`src/rtl/mvu_apb_cfg_sequencer_if.sv`:
```
// Bus bundles for mvu_apb_cfg_sequencer: the command stream into the sequencer
// and the APB write port out to the MVU array.

// Command handshake: a command transfers on every rising edge where
// cmd_valid && cmd_ready; the producer holds its fields stable until accepted.
interface mvu_cmd_if #(
   parameter int BMVUA = 3,
   parameter int DW    = 32
);
   logic             cmd_valid;
   logic             cmd_ready;
   logic [BMVUA-1:0] cmd_mvu_id;
   logic [11:0]      cmd_addr;
   logic [DW-1:0]    cmd_data;

   modport master (output cmd_valid, cmd_mvu_id, cmd_addr, cmd_data, input cmd_ready);
   modport slave  (input cmd_valid, cmd_mvu_id, cmd_addr, cmd_data, output cmd_ready);
endinterface

interface mvu_apb_if #(
   parameter int AW = 15,
   parameter int DW = 32
);
   logic          psel;
   logic          penable;
   logic          pwrite;
   logic [AW-1:0] paddr;
   logic [DW-1:0] pwdata;
   logic          pready;
   logic          pslverr;

   modport master (output psel, penable, pwrite, paddr, pwdata, input pready, pslverr);
   modport slave  (input psel, penable, pwrite, paddr, pwdata, output pready, pslverr);
endinterface

```
`src/rtl/mvu_apb_cfg_sequencer.sv`:
```
// Drains a FIFO of MVU CSR writes onto APB in order, holding back writes to any
// MVU whose job (launched by a COMMAND CSR write) has not yet signalled done.
module mvu_apb_cfg_sequencer #(
   parameter int          NMVU           = 8,
   parameter int          BMVUA          = 3,
   parameter int          APB_ADDR_WIDTH = 15,
   parameter int          APB_DATA_WIDTH = 32,
   parameter int          FIFO_DEPTH     = 8,
   parameter logic [11:0] CMD_CSR_ADDR   = 12'hF20
) (
   input  logic                          clk,
   input  logic                          rst,
   mvu_cmd_if.slave                      cmd,
   mvu_apb_if.master                     apb,
   input  logic [NMVU-1:0]               mvu_irq,
   output logic [NMVU-1:0]               mvu_busy,
   output logic [$clog2(FIFO_DEPTH):0]   fifo_count,
   output logic                          err,
   input  logic                          err_clr,
   output logic [1:0]                    o_dbg_state
);

   localparam int PW = $clog2(FIFO_DEPTH);
   localparam int CW = PW + 1;

   // Encoding chosen so psel/penable come straight off state flop bits.
   typedef enum logic [1:0] {
      S_IDLE   = 2'b00,
      S_SETUP  = 2'b01,
      S_ACCESS = 2'b11
   } state_t;

   state_t                    r_state;
   state_t                    w_state_nxt;

   logic [BMVUA-1:0]          r_fifo_id   [FIFO_DEPTH];
   logic [11:0]               r_fifo_addr [FIFO_DEPTH];
   logic [APB_DATA_WIDTH-1:0] r_fifo_data [FIFO_DEPTH];
   logic [PW-1:0]             r_wptr;
   logic [PW-1:0]             r_rptr;
   logic [CW-1:0]             r_count;

   logic [APB_ADDR_WIDTH-1:0] r_paddr;
   logic [APB_DATA_WIDTH-1:0] r_pwdata;
   logic [NMVU-1:0]           r_busy;
   logic                      r_err;

   logic                      w_ready;
   logic                      w_push;
   logic                      w_pop;
   logic                      w_empty;
   logic                      w_launch;
   logic                      w_drop;
   logic                      w_done;
   logic [BMVUA-1:0]          w_head_id;
   logic [11:0]               w_head_addr;
   logic [APB_DATA_WIDTH-1:0] w_head_data;
   logic                      w_head_in_range;
   logic                      w_head_busy;
   logic [BMVUA-1:0]          w_cur_id;
   logic                      w_cur_is_cmd;
   logic [NMVU-1:0]           w_busy_set;
   logic [NMVU-1:0]           w_busy_nxt;

   assign w_ready         = (r_count != CW'(FIFO_DEPTH));
   assign w_push          = cmd.cmd_valid && w_ready;
   assign w_empty         = (r_count == '0);
   assign w_pop           = w_launch || w_drop;
   assign w_done          = (r_state == S_ACCESS) && apb.pready;
   assign w_head_id       = r_fifo_id[r_rptr];
   assign w_head_addr     = r_fifo_addr[r_rptr];
   assign w_head_data     = r_fifo_data[r_rptr];
   assign w_head_in_range = (32'(w_head_id) < NMVU);
   assign w_cur_id        = r_paddr[APB_ADDR_WIDTH-1:12];
   assign w_cur_is_cmd    = (r_paddr[11:0] == CMD_CSR_ADDR);

   // Eligibility looks at busy as it will be after this edge, so a COMMAND
   // write completing now already blocks a following write to the same MVU.
   always_comb begin
      w_busy_set  = '0;
      w_head_busy = 1'b0;
      for (int i = 0; i < NMVU; i++) begin
         if (w_done && w_cur_is_cmd && (32'(w_cur_id) == 32'(i))) w_busy_set[i] = 1'b1;
      end
      w_busy_nxt = (r_busy & ~mvu_irq) | w_busy_set;
      for (int i = 0; i < NMVU; i++) begin
         if (32'(w_head_id) == 32'(i)) w_head_busy = w_busy_nxt[i];
      end
   end

   always_ff @(posedge clk) begin
      if (rst) r_state <= S_IDLE;
      else     r_state <= w_state_nxt;
   end

   always_comb begin
      w_state_nxt = r_state;
      w_launch    = 1'b0;
      w_drop      = 1'b0;
      case (r_state)
         S_IDLE: begin
            if (!w_empty) begin
               if (!w_head_in_range) begin
                  w_drop = 1'b1;
               end else if (!w_head_busy) begin
                  w_launch    = 1'b1;
                  w_state_nxt = S_SETUP;
               end
            end
         end
         S_SETUP: w_state_nxt = S_ACCESS;
         S_ACCESS: begin
            if (apb.pready) begin
               if (!w_empty && w_head_in_range && !w_head_busy) begin
                  w_launch    = 1'b1;
                  w_state_nxt = S_SETUP;
               end else begin
                  w_state_nxt = S_IDLE;
               end
            end
         end
         default: w_state_nxt = S_IDLE;
      endcase
   end

   always_comb begin
      apb.psel       = r_state[0];
      apb.penable    = r_state[1];
      apb.pwrite     = r_state[0];
      apb.paddr      = r_paddr;
      apb.pwdata     = r_pwdata;
      cmd.cmd_ready  = w_ready;
      mvu_busy       = r_busy;
      fifo_count     = r_count;
      err            = r_err;
      o_dbg_state    = r_state;
   end

   always_ff @(posedge clk) begin
      if (w_push) begin
         r_fifo_id[r_wptr]   <= cmd.cmd_mvu_id;
         r_fifo_addr[r_wptr] <= cmd.cmd_addr;
         r_fifo_data[r_wptr] <= cmd.cmd_data;
      end
   end

   always_ff @(posedge clk) begin
      if (rst) begin
         r_wptr   <= '0;
         r_rptr   <= '0;
         r_count  <= '0;
         r_paddr  <= '0;
         r_pwdata <= '0;
         r_busy   <= '0;
         r_err    <= 1'b0;
      end else begin
         if (w_push) r_wptr <= r_wptr + PW'(1);
         if (w_pop)  r_rptr <= r_rptr + PW'(1);
         r_count <= r_count + CW'(w_push) - CW'(w_pop);
         if (w_launch) begin
            r_paddr  <= APB_ADDR_WIDTH'({w_head_id, w_head_addr});
            r_pwdata <= w_head_data;
         end
         r_busy <= w_busy_nxt;
         if (w_drop || (w_done && apb.pslverr)) r_err <= 1'b1;
         else if (err_clr)                      r_err <= 1'b0;
      end
   end

endmodule

```
`src/flat_wrapper.sv`:
```
// flat-port wrapper written by rule: the top's interface ports become plain ports
module mvu_apb_cfg_sequencer_flat 
#(
   parameter int          NMVU           = 8,
   parameter int          BMVUA          = 3,
   parameter int          APB_ADDR_WIDTH = 15,
   parameter int          APB_DATA_WIDTH = 32,
   parameter int          FIFO_DEPTH     = 8,
   parameter logic [11:0] CMD_CSR_ADDR   = 12'hF20
)
  (clk, rst, mvu_irq, mvu_busy, fifo_count, err, err_clr, o_dbg_state, cmd_cmd_valid, cmd_cmd_mvu_id, cmd_cmd_addr, cmd_cmd_data, cmd_cmd_ready, apb_psel, apb_penable, apb_pwrite, apb_paddr, apb_pwdata, apb_pready, apb_pslverr);
  mvu_cmd_if #(.BMVUA(BMVUA)) cmd_i ();
  mvu_apb_if apb_i ();
  input  logic clk;
  input  logic rst;
  input  logic [NMVU-1:0] mvu_irq;
  output logic [NMVU-1:0] mvu_busy;
  output logic [$clog2(FIFO_DEPTH):0] fifo_count;
  output logic err;
  input  logic err_clr;
  output logic [1:0] o_dbg_state;
  input wire logic [$bits(cmd_i.cmd_valid)-1:0] cmd_cmd_valid;
  input wire logic [$bits(cmd_i.cmd_mvu_id)-1:0] cmd_cmd_mvu_id;
  input wire logic [$bits(cmd_i.cmd_addr)-1:0] cmd_cmd_addr;
  input wire logic [$bits(cmd_i.cmd_data)-1:0] cmd_cmd_data;
  output wire logic [$bits(cmd_i.cmd_ready)-1:0] cmd_cmd_ready;
  output wire logic [$bits(apb_i.psel)-1:0] apb_psel;
  output wire logic [$bits(apb_i.penable)-1:0] apb_penable;
  output wire logic [$bits(apb_i.pwrite)-1:0] apb_pwrite;
  output wire logic [$bits(apb_i.paddr)-1:0] apb_paddr;
  output wire logic [$bits(apb_i.pwdata)-1:0] apb_pwdata;
  input wire logic [$bits(apb_i.pready)-1:0] apb_pready;
  input wire logic [$bits(apb_i.pslverr)-1:0] apb_pslverr;
  assign cmd_i.cmd_valid = cmd_cmd_valid;
  assign cmd_i.cmd_mvu_id = cmd_cmd_mvu_id;
  assign cmd_i.cmd_addr = cmd_cmd_addr;
  assign cmd_i.cmd_data = cmd_cmd_data;
  assign cmd_cmd_ready = cmd_i.cmd_ready;
  assign apb_psel = apb_i.psel;
  assign apb_penable = apb_i.penable;
  assign apb_pwrite = apb_i.pwrite;
  assign apb_paddr = apb_i.paddr;
  assign apb_pwdata = apb_i.pwdata;
  assign apb_i.pready = apb_pready;
  assign apb_i.pslverr = apb_pslverr;
  mvu_apb_cfg_sequencer #(.NMVU(NMVU), .BMVUA(BMVUA), .APB_ADDR_WIDTH(APB_ADDR_WIDTH), .APB_DATA_WIDTH(APB_DATA_WIDTH), .FIFO_DEPTH(FIFO_DEPTH), .CMD_CSR_ADDR(CMD_CSR_ADDR)) u_core (.clk(clk), .rst(rst), .cmd(cmd_i), .apb(apb_i), .mvu_irq(mvu_irq), .mvu_busy(mvu_busy), .fifo_count(fifo_count), .err(err), .err_clr(err_clr), .o_dbg_state(o_dbg_state));
endmodule
```
`config.mk`:
```
export PLATFORM = sky130hd
export DESIGN_NAME = mvu_apb_cfg_sequencer_flat
export DESIGN_NICKNAME = d
export VERILOG_FILES = /design/src/rtl/mvu_apb_cfg_sequencer_if.sv /design/src/rtl/mvu_apb_cfg_sequencer.sv /design/src/flat_wrapper.sv
export SDC_FILE = /design/constraint.sdc
export NUM_CORES = 1
export LEC_CHECK = 0
export ABC_AREA = 1
export CAP_MARGIN = 20
export CORE_UTILIZATION = 53
export DETAILED_ROUTE_END_ITERATION = 6
export HOLD_SLACK_MARGIN = 0.06
export PLACE_DENSITY_LB_ADDON = 0.2
export SLEW_MARGIN = 20
export SYNTH_ARGS = -nofsm -noshare
export SYNTH_HDL_FRONTEND = slang
export SYNTH_SLANG_ARGS = --single-unit
```
`constraint.sdc`:
```
create_clock -name clk -period 3.97 [get_ports clk]
set_input_delay 1.191 -clock clk [delete_from_list [all_inputs] [get_ports clk]]
set_output_delay 1.191 -clock clk [all_outputs]
set_load 0.005 [all_outputs]
```
==> flow_summary_export.csv <==
group,metric,value,unit
min_path,hp-start,"u_core.apb.pwdata[2]$_SDFFE_PP0P_",
setup_path,rrSetupSlack,1.02,ns
timing,rsz0062_at_grt,"false",
grt,grt_pass1_vias,11000,
floorplan,fp-row-count,66,
power_and_ir_drop,power_density,639,nW/um^2
setup_path,crit_chain,"clkdlybuf4s50_1, nand2_1, inv_2, nand2_1, nor2_2, nand3_1, nand2_1, nand2_1, nand3_1, nand3_2, nand4_4, inv_4, nand2_1, nand2_1, ha_1, fa_1, xnor2_1, nor2_1",
clocking,cts_tree,"done",
routing,drt-initial-drc-count,976,
setup_path,timing.rr.end,"u_core.fifo_count[2]$_SDFF_PP0_",
floorplan,initial_core_util,0.537,
synthesis,yosysUniqueCellTypes,32,
setup_path,r2r_start,"u_core.apb.paddr[11]$_SDFFE_PP0P_",
clocking,worstSkewPairLatency,0.55,ns
timing,finalHoldViolCount,0,
cells_and_area,final_area,20600,sq um
cells_and_area,syn2layout_area_growth,18.4,%
place,place_inst,1949,
run,cap_violations,0,
routing,wl,38.7,mm
setup_path,reg2reg_depth,17,
routing,drcViolationCount,0,
setup_path,end_kind,"flop",
routing,avgViaCountPerCell,5.61,
synthesis,yosysWarnings,0,
floorplan,ioPinCount,127,
setup_path,critPathKind,"input pin to flop",
setup_path,startpoint_type,"input pin",
status,status,"complete, no violations",
setup_path,cpMostUsedCell,"nand2_1",
place,port_buffers,126,
clocking,postCtsHoldBufs,0,
synthesis,ys_seq_area_frac,0.730,
clocking,cts_setup_buffers,0,
cells_and_area,num-nets-final,1626,
clocking,clkTransAtPathRegs,0.06,ns
timing,setup_ws,0.555,ns
clocking,cts.sinks,447,
timing,setup_viol,0,
grt,grt_pass1_wl,60.1,mm
floorplan,dieArea,33600,sq um
place,gp_congestion,0.839,
grt,antenna_found_initial,2,
clocking,cts_buffer_depth,3,
place,hpwl,21.3,mm
setup_path,critical_path.max_stage_delay,0.49,ns
cells_and_area,final_cell_mix,"edfxtp_1, nand2_1, o21ai_0",
setup_path,crit_fanout,8,
grt,overflow,0,
synthesis,synth_seq_cells,447,
cells_and_area,layout-drive-gt1-share,0.0730,
min_path,hold_path_depth,2,
cells_and_area,final_util,0.636,
routing,drt_pass1_iterations,5,
clocking,cts_root_buf,"clkbuf_16",
timing,max_freq,293,MHz
routing,detail-route-antenna-nets,0,
place,placed_cell_area,19200,sq um
grt,track_usage,0.234,
synthesis,avgSynthCellArea,12.1,sq um
power_and_ir_drop,peakVddDrop,387,uV
synthesis,syn_inst,1441,
setup_path,crit_arrival,3.81,ns
setup_path,setup.worst_path.start,"apb_pready",
floorplan,die_h,183,um
synthesis,syn_area,17400,sq um
cells_and_area,final_cells,2034,
timing,tightest_slew,0.847,ns
timing,layout_min_cycle_time,3.41,ns
timing,setup_tns,0,ns
floorplan,die_w,183,um
floorplan,coreArea,32500,sq um
timing,max-slew-margin-rel,0.435,
timing,finalClockSkew,0.0219,ns
place,place_ws,0.0162,ns
clocking,cts_resized,0,
synthesis,synth_nets,1513,
min_path,worstHoldEndpoint,"u_core.apb.pwdata[2]$_SDFFE_PP0P_",
power_and_ir_drop,power_leakage,7.18,nW
timing,maxSlewViolCount,0,
setup_path,cpMaxStageDelayCell,"clkdlybuf4s50_1",
setup_path,cp.required,4.37,ns
cells_and_area,final_common_cell,"edfxtp_1",
routing,wl_per_cell,19.0,um
clocking,cts_buffers,45,
grt,grt_max_degree,178,
min_path,min_path_type,"flop to flop",
routing,vias,11400,
timing,post-route-period-util,0.860,
clocking,cts-htree-levels,2,
-- cell type report --
cell class,instances,area [sq um]
antenna,2,5.00
clock buffer,66,1270
clock inverter,17,189
fill,2524,11800
inverter,49,191
multi-input combinational,857,4190
sequential,447,12700
tap,442,553
timing repair buffer,154,1520
-- cells in the mapped netlist --
master    count  share of area
nand2_2       1        0.00036
or2_2         1        0.00036
nand2_1     331          0.071
buf_1        11         0.0024
ha_1         10         0.0072
edfxtp_1    376           0.65
o21a_1        1        0.00043
a32o_1       44          0.025
xnor2_1       1        0.00050
nor3_1        7         0.0020
nand4_4       1         0.0012
nand3_1      25         0.0072
nand3b_1      1        0.00043
o21ai_1      10         0.0029
buf_4         4         0.0017
clkbuf_1     59          0.013
o21ai_0     138          0.040
dfxtp_1      71          0.082
clkinv_1      2        0.00043
buf_6         5         0.0032
a21oi_1     110          0.032
nand3_2       2         0.0011
o22ai_1      46          0.017
nand4_1       1        0.00036
inv_1        41         0.0088
inv_2         5         0.0011
nor2_1      124          0.027
fa_1          1         0.0011
a21o_1        1        0.00043
nor2_2        1        0.00036
inv_4         1        0.00036
buf_2         9         0.0026
-- metal layers --
layer / global-route usage / up-vias / share of wire / wire [um]
met1: 0.307 / 5630 / 0.44 / 16900
met3: 0.0340 / 58 / 0.053 / 2040
met5: 0 / - / 0 / 0
li1: - / 5390 / - / -
met4: 0.0720 / 0 / 0.020 / 784
met2: 0.403 / 327 / 0.49 / 19000
-- logic make-up (layout without fill, tap and decap cells) --
family          count (synthesis)  after routing  synth area share
compound gates                350            350             0.117
xor+xnor                        1              1          0.000503
buf+inv                       137            286            0.0333
fa+ha+maj                      11             11           0.00833
flops                         447            447             0.730
other cells                     0              2                 0
simple gates                  495            495             0.111
-- per-stage QoR --
| step | hold WS, ns | total power [mW] |
|---|---|---|
| after floorplan | 0.460 | 7.90 |
| after global placement | 0.452 | 9.11 |
| after detailed placement | 0.456 | 9.18 |
| after CTS | 0.465 | 13.3 |
| after global routing | 0.482 | 13.9 |
| final | 0.462 | 13.2 |
-- state kept, by name, indices dropped and copies added, names as in the netlist, named ones only --
name / count
u_core.fifo_count: 4
u_core.r_fifo_id: 24
u_core.r_rptr: 3
u_core.r_wptr: 3
u_core.r_fifo_data: 256
u_core.o_dbg_state: 2
u_core.apb.pwdata: 32
u_core.r_fifo_addr: 96
u_core.mvu_busy: 8
u_core.apb.paddr: 15
u_core.err: 1
-- critical path, delay by kind of cell --
| family | cells | cell delay, ns |
|---|---|---|
| and+or+nand+nor | 12 | 1.26 |
| adders and majority gates | 2 | 0.62 |
| buffers and inverters | 3 | 0.59 |
| xor gates and xnor gates | 1 | 0.14 |
-- how the worst max path moves through the flow --
stage / to / slack (ns) / cells after the start
6_report: u_core.fifo_count[2]$_SDFF_PP0_ / 0.56 / 18
5_1_grt: u_core.fifo_count[2]$_SDFF_PP0_ / 0.32 / 18
4_1_cts: u_core.fifo_count[2]$_SDFF_PP0_ / 0.57 / 18
3_5_place_dp: u_core.fifo_count[2]$_SDFF_PP0_ / 0.02 / 18
3_3_place_gp: u_core.fifo_count[2]$_SDFF_PP0_ / 0.08 / 18
2_1_floorplan: u_core.r_fifo_addr[0][0]$_DFFE_PP_ / 0.03 / 4
-- power breakdown --
group          internal [mW]  switching (mW)
combinational           1.28            1.93
clock                   2.42            1.70
sequential              5.58           0.275
total                   9.28            3.91
Power figures use the tool's default switching activity.
